`src/rtl/rx_frame_pkg.sv`:
```
// Shared state encoding, header field layout and counter width for rx_frame_dispatch.
// The CHECK state exists only when RX_FRAME_CSUM_EN is defined.
package rx_frame_pkg;

`ifdef RX_FRAME_CSUM_EN
    typedef enum logic [1:0] {ST_IDLE, ST_PAYLOAD, ST_DROP, ST_CHECK} state_t;
`else
    typedef enum logic [1:0] {ST_IDLE, ST_PAYLOAD, ST_DROP} state_t;
`endif

    localparam int SYNC_HI = 31;
    localparam int SYNC_LO = 24;
    localparam int DEST_HI = 23;
    localparam int DEST_LO = 20;
    localparam int LEN_HI  = 15;
    localparam int LEN_LO  = 0;
    localparam int DEST_W  = DEST_HI - DEST_LO + 1;
    localparam int LEN_W   = LEN_HI - LEN_LO + 1;

    localparam logic [7:0] DEFAULT_SYNC_BYTE = 8'hA5;
    localparam int         ERR_CNT_W         = 16;

endpackage

```
`src/rtl/rx_frame_out_stage.sv`:
```
// One-entry output register: holds a payload word, its destination and last flag
// until the addressed consumer takes it; drives one-hot out_valid.
module rx_frame_out_stage
    import rx_frame_pkg::*;
#(
    parameter int DATA_W   = 32,
    parameter int NUM_DEST = 4
) (
    input  logic                aclk,
    input  logic                aresetn,
    input  logic                load,
    input  logic [DATA_W-1:0]   load_data,
    input  logic [DEST_W-1:0]   load_dest,
    input  logic                load_last,
    input  logic [NUM_DEST-1:0] out_ready,
    output logic [DATA_W-1:0]   out_data,
    output logic [NUM_DEST-1:0] out_valid,
    output logic                out_last,
    output logic                full,
    output logic                pop
);

    logic [DEST_W-1:0] dest;

    always_comb begin
        // NOTE: assign a default before any conditional write so no latch is inferred.
        out_valid = '0;
        for (int i = 0; i < NUM_DEST; i++) begin
            if (full && int'(dest) == i) out_valid[i] = 1'b1;
        end
    end

    // Only the addressed consumer's ready can release the entry.
    assign pop = |(out_valid & out_ready);

    // NOTE: sequential state is written with non-blocking assignments only.
    always_ff @(posedge aclk) begin
        if (!aresetn) begin
            full     <= 1'b0;
            dest     <= '0;
            out_data <= '0;
            out_last <= 1'b0;
        end else if (load) begin
            full     <= 1'b1;
            dest     <= load_dest;
            out_data <= load_data;
            out_last <= load_last;
        end else if (pop) begin
            full     <= 1'b0;
        end
    end

endmodule

```
`src/rtl/rx_frame_dispatch.sv`:
```
// Frame parser/dispatcher: header decode, payload routing to NUM_DEST consumers, error counting.
// Define RX_FRAME_CSUM_EN to add a trailing XOR checksum word to every frame.
module rx_frame_dispatch
    import rx_frame_pkg::*;
#(
    parameter int         DATA_W    = 32,
    parameter int         NUM_DEST  = 4,
    parameter logic [7:0] SYNC_BYTE = DEFAULT_SYNC_BYTE,
    parameter int         MAX_LEN   = 256
) (
    input  logic                 aclk,
    input  logic                 aresetn,
    input  logic [DATA_W-1:0]    in_data,
    input  logic                 in_valid,
    output logic                 in_ready,
    output logic [DATA_W-1:0]    out_data,
    output logic [NUM_DEST-1:0]  out_valid,
    input  logic [NUM_DEST-1:0]  out_ready,
    output logic                 out_last,
    output logic                 frame_done,
    output logic                 frame_err,
    output logic [ERR_CNT_W-1:0] err_count,
    output logic                 busy
);

    state_t            state;
    logic [LEN_W-1:0]  remaining;
    logic [DEST_W-1:0] dest_q;
    logic              stage_full;
    logic              stage_pop;
    logic              accept;
    logic              err_event;
    logic              hdr_frame_ok;
    logic              hdr_dest_ok;
    logic [7:0]        hdr_sync;
    logic [DEST_W-1:0] hdr_dest;
    logic [LEN_W-1:0]  hdr_len;
`ifdef RX_FRAME_CSUM_EN
    logic [DATA_W-1:0] acc;
`endif

    assign hdr_sync     = in_data[SYNC_HI:SYNC_LO];
    assign hdr_dest     = in_data[DEST_HI:DEST_LO];
    assign hdr_len      = in_data[LEN_HI:LEN_LO];
    assign hdr_frame_ok = (hdr_sync == SYNC_BYTE) && (hdr_len != '0) && (int'(hdr_len) <= MAX_LEN);
    assign hdr_dest_ok  = int'(hdr_dest) < NUM_DEST;

    // Only PAYLOAD can be stalled; a header may arrive while the last word still waits.
    always_comb begin
        in_ready = 1'b0;
        if (aresetn) in_ready = (state == ST_PAYLOAD) ? (!stage_full || stage_pop) : 1'b1;
    end

    assign accept = in_valid && in_ready;
    assign busy   = (state != ST_IDLE) || stage_full;

    always_comb begin
        err_event = 1'b0;
        if (accept) begin
            if (state == ST_IDLE) err_event = !(hdr_frame_ok && hdr_dest_ok);
`ifdef RX_FRAME_CSUM_EN
            if (state == ST_CHECK) err_event = (in_data != acc);
`endif
        end
    end

    always_ff @(posedge aclk) begin
        if (!aresetn) begin
            state      <= ST_IDLE;
            remaining  <= '0;
            dest_q     <= '0;
            frame_done <= 1'b0;
            frame_err  <= 1'b0;
            err_count  <= '0;
`ifdef RX_FRAME_CSUM_EN
            acc        <= '0;
`endif
        end else begin
            frame_done <= 1'b0;
            frame_err  <= err_event;
            if (err_event && err_count != '1) err_count <= err_count + 1'b1;
            if (accept) begin
                unique case (state)
                    ST_IDLE: begin
                        remaining <= hdr_len;
                        if (hdr_frame_ok) begin
                            if (hdr_dest_ok) begin
                                dest_q <= hdr_dest;
                                state  <= ST_PAYLOAD;
`ifdef RX_FRAME_CSUM_EN
                                acc    <= '0;
`endif
                            end else begin
                                state  <= ST_DROP;
                            end
                        end
                    end
                    ST_PAYLOAD: begin
                        remaining <= remaining - 1'b1;
`ifdef RX_FRAME_CSUM_EN
                        acc <= acc ^ in_data;
                        if (remaining == LEN_W'(1)) state <= ST_CHECK;
`else
                        if (remaining == LEN_W'(1)) begin
                            state      <= ST_IDLE;
                            frame_done <= 1'b1;
                        end
`endif
                    end
                    ST_DROP: begin
`ifdef RX_FRAME_CSUM_EN
                        // remaining reaches zero with the trailer still to be swallowed
                        if (remaining == '0) state <= ST_IDLE;
                        else                 remaining <= remaining - 1'b1;
`else
                        remaining <= remaining - 1'b1;
                        if (remaining == LEN_W'(1)) state <= ST_IDLE;
`endif
                    end
`ifdef RX_FRAME_CSUM_EN
                    ST_CHECK: begin
                        frame_done <= 1'b1;
                        state      <= ST_IDLE;
                    end
`endif
                    default: state <= ST_IDLE;
                endcase
            end
        end
    end

    rx_frame_out_stage #(
        .DATA_W   (DATA_W),
        .NUM_DEST (NUM_DEST)
    ) u_out_stage (
        .aclk      (aclk),
        .aresetn   (aresetn),
        .load      (accept && state == ST_PAYLOAD),
        .load_data (in_data),
        .load_dest (dest_q),
        .load_last (remaining == LEN_W'(1)),
        .out_ready (out_ready),
        .out_data  (out_data),
        .out_valid (out_valid),
        .out_last  (out_last),
        .full      (stage_full),
        .pop       (stage_pop)
    );

endmodule

```
`config.mk`:
```
export PLATFORM = sky130hd
export DESIGN_NAME = rx_frame_dispatch
export DESIGN_NICKNAME = d
export VERILOG_FILES = /design/src/rtl/rx_frame_pkg.sv /design/src/rtl/rx_frame_out_stage.sv /design/src/rtl/rx_frame_dispatch.sv
export SDC_FILE = /design/constraint.sdc
export NUM_CORES = 1
export LEC_CHECK = 0
export ABC_AREA = 1
export CAP_MARGIN = 0
export CELL_PAD_IN_SITES_DETAIL_PLACEMENT = 0
export CELL_PAD_IN_SITES_GLOBAL_PLACEMENT = 1
export CORE_ASPECT_RATIO = 2
export CORE_MARGIN = 5
export CORE_UTILIZATION = 37
export DETAILED_ROUTE_END_ITERATION = 8
export PLACE_DENSITY_LB_ADDON = 0.25
export SYNTH_ARGS = -nofsm -noshare
export SYNTH_HDL_FRONTEND = slang
export SYNTH_SLANG_ARGS = --single-unit
```
`constraint.sdc`:
```
create_clock -name aclk -period 3 [get_ports aclk]
set_clock_uncertainty 0.15 [all_clocks]
set_input_delay 0.6 -clock aclk [delete_from_list [all_inputs] [get_ports aclk]]
set_output_delay 0.6 -clock aclk [all_outputs]
set_load 0.05 [all_outputs]
```
==> flow_metrics.tcl <==
set metrics [dict create \
    coreArea_mm2 0.01054 \
    r2r_cells 12 \
    r2r_end "err_count[10]" \
    maxCapViolations 0 \
    netlist_instances 588 \
    cts_buffers 9 \
    start_util_pct 37.70 \
    syn-cell-area_mm2 0.003975 \
    vias_per_cell 4.874 \
    post_cts_buffers 0 \
    preCtsSetupSlack_ns 0.3813 \
    pwr-share-comb_pct 11.5 \
    worstSkewPairLatency_ns 0.33 \
    async_flop_share_pct 0 \
    synth.avg_cell_area_um2 6.760 \
    nets 724 \
    ys_ff_latch 78 \
    finalSetupTns_ns 0 \
    crit_path_max_fanout 5 \
    worst_ep_arrival_time_ns 1.96 \
    portBuffers 95 \
    hold_buffers 0 \
    multi_input_area_mm2 0.002011 \
    post_drt_wl_per_cell_um 14.01 \
    grt_pass1_wl_um 18410 \
    fp-row-count 53 \
    cp-end-kind "output pin" \
    drc_errors 0 \
    antenna_found_initial 0 \
    syn_to_final_growth_pct 34.62 \
    status "complete, no violations" \
    gp_congestion 0.8255 \
    fillers 1029 \
    num_io_pins 96 \
    clkSlewWorstSetupHoldPaths_ns 0.06 \
    hold_class "reg -> reg" \
    gr-total-overflow 0 \
    period_share_pct 90.38 \
    period_needed_ns 2.711 \
    syn-num-nets 633 \
    p_per_area_mw_per_mm2 463.5 \
    regArea_mm2 0.001562 \
    cts_resized 0 \
    p_sw_w 0.0006015 \
    root_buffer "clkbuf_16" \
    synthSimpleGateAreaFrac_pct 31.98 \
    yosys_warnings 0 \
    p_leak_nw 2.216 \
    max_clock_freq_ghz 0.3688 \
    fp.dieW_um 83.29 \
    swShare_pct 24.25 \
    clkPwrFrac_pct 44.9 \
    h-tree-depth 3 \
    seq_power_share_pct 43.5 \
    slew_viol_final 0 \
    die_y_um 156.6 \
    fin_ws_ns 0.2886 \
    dp_hpwl_um 8879 \
    timing.rr.start "err_count[0]" \
    diodes 0 \
    die_area_mm2 0.01304 \
    required_ns 2.25 \
    crit_end "out_valid[2]" \
    worstMarginPinSlew_ns 0.5479 \
    cts-root-to-sink-buffers 2 \
    ys_seq_area_share_pct 39.28 \
    drt_iter0_drc 157 \
    grt_pass1_vias 3851 \
    relSlewSlack_pct 63.36 \
    yosysUniqueCellTypes 32 \
    ff2ff_setup_slack_ns 0.52 \
    drive_above_1_share_pct 6.881 \
    peakVddDrop_mv 0.3067 \
    synth_xor_area_share_pct 1.983 \
    path_class "reg -> out" \
    wl_um 11490 \
    synth_top_family_by_area "simple AND/OR/NAND/NOR gates" \
    synth_mux_area_share_pct 0 \
    synth_fa_ha_area_share_pct 1.889 \
    cts_tree "built" \
    synth_edf_count 0 \
    synth_compound_area_share_pct 14.73 \
    synthFlopType "dfxtp_1" \
    numClockSinks 78 \
    startpoint_type "flop" \
    dr.pass1.iters 4 \
    setup_viol 0 \
    ant_nets 0 \
    grt_usage_pct 17.85 \
    hold_viol_final 0 \
    p_int_w 0.001879 \
    routed-via-count 3997 \
    rsz0062_at_grt "false" \
    grt_max_degree 37 \
    crit_path_start "u_out_stage.dest[2]" \
]
## cells by family (layout without fill, tap and decap cells)
logic type / count (synthesis) / after routing
AND/OR/NAND/NOR: 286 / 286
AO/OA/AOI/OAI: 115 / 115
buffers and inverters: 94 / 189
flip-flops: 78 / 78
XOR/XNOR: 9 / 9
adder cells (fa/ha/maj): 6 / 6
## final cells by class
class / count / share of cell area [%]
multi-input cells: 416 / 37.57
inverters: 70 / 4.910
well taps: 137 / 3.203
clock inverters: 3 / 0.7950
flip-flops and latches: 78 / 29.18
repair buffers: 104 / 19.36
clock buffers: 12 / 4.980
## power groups by stage
stage | registers (W) | clock network [W] | logic, W
3_3_place_gp | 0.00110 | 0 | 0.000286
5_1_grt | 0.00108 | 0.00120 | 0.000315
4_1_cts | 0.00108 | 0.00115 | 0.000289
2_1_floorplan | 0.00112 | 0 | 0.000149
6_report | 0.00108 | 0.00111 | 0.000286
3_5_place_dp | 0.00110 | 0 | 0.000288
## synthesized netlist by cell type (all sizes together), types with 2 or more instances
| cell type | n | share of area, % |
|---|---|---|
| nand2 | 145 | 14 |
| nor2 | 86 | 9.0 |
| dfxtp | 78 | 39 |
| inv | 68 | 6.4 |
| a21oi | 65 | 8.2 |
| o21ai | 47 | 5.9 |
| nand3 | 28 | 4.2 |
| buf | 16 | 2.8 |
| nand4 | 12 | 2.8 |
| clkbuf | 8 | 0.76 |
| nor3 | 8 | 1.0 |
| ha | 6 | 1.9 |
| xor2 | 6 | 1.3 |
| nor4 | 3 | 0.47 |
| xnor2 | 3 | 0.66 |
| clkinv | 2 | 0.19 |
| nand3b | 2 | 0.38 |
| or2 | 2 | 0.31 |
## worst min-delay path by stage
stage | endpoint | cells after the start | startpoint | slack, ns
2_1_floorplan | dest_q[2] | 2 | dest_q[2] | 0.27
3_5_place_dp | dest_q[3] | 2 | dest_q[3] | 0.29
5_1_grt | u_out_stage.out_last | 2 | u_out_stage.out_last | 0.33
6_report | dest_q[3] | 2 | dest_q[3] | 0.30
4_1_cts | dest_q[3] | 2 | dest_q[3] | 0.30
3_3_place_gp | dest_q[3] | 2 | dest_q[3] | 0.29
## flip-flops by register name (all words and copies together) (netlist names)
signal                count
dest_q                    4
u_out_stage.dest          4
frame_err                 1
frame_done                1
remaining                16
u_out_stage.out_last      1
u_out_stage.out_data     32
u_out_stage.full          1
err_count                16
state                     2
## worst max-delay path, cell delays in order (launching register included)
cell             delay (ns)
dfxtp_1                0.31
nor2_2                 0.20
inv_1                  0.08
nor4_1                 0.18
clkdlybuf4s50_1        0.86
## metal layers
metal | part of all wire (%) | vias up | GRT usage [%]
li1 | - | 2060 | -
met3 | 3.6 | 26 | 3.109
met4 | 3.1 | 0 | 8.496
met5 | 0 | - | 0
met1 | 36 | 1827 | 16.61
met2 | 58 | 84 | 36.41
## stage by stage
stage                     utilization, %  cell area [um^2]  power [W]  hold slack, ns  cells
after floorplan                        -              3975   0.001271          0.2742    588
after global placement             47.82              5042   0.001387          0.2880    805
after detailed placement           47.82              5042   0.001389          0.2877    805
after CTS                          50.75              5351   0.002516          0.2962    820
after global routing               50.75              5351   0.002593          0.3282    820
final                              50.75              5351   0.002480          0.2966    820
## cells in the final DEF (no fill, tap or decap), drive strengths merged
| master | instances |
|---|---|
| xor2 | 6 |
| nand3b | 2 |
| bufinv | 1 |
| nor4 | 3 |
| a31oi | 1 |
| a21oi | 65 |
| a22oi | 1 |
| nand2 | 145 |
| ha | 6 |
| clkinvlp | 1 |
| nor2 | 86 |
| or2 | 2 |
| inv | 68 |
| buf | 11 |
| clkbuf | 12 |
| nand3 | 28 |
| nor3 | 8 |
| nand4 | 12 |
| o21ai | 47 |
| dfxtp | 78 |
| clkdlybuf4s50 | 93 |
| clkinv | 3 |
| o21bai | 1 |
| xnor2 | 3 |
No activity file was read; power rests on OpenSTA's default activity.
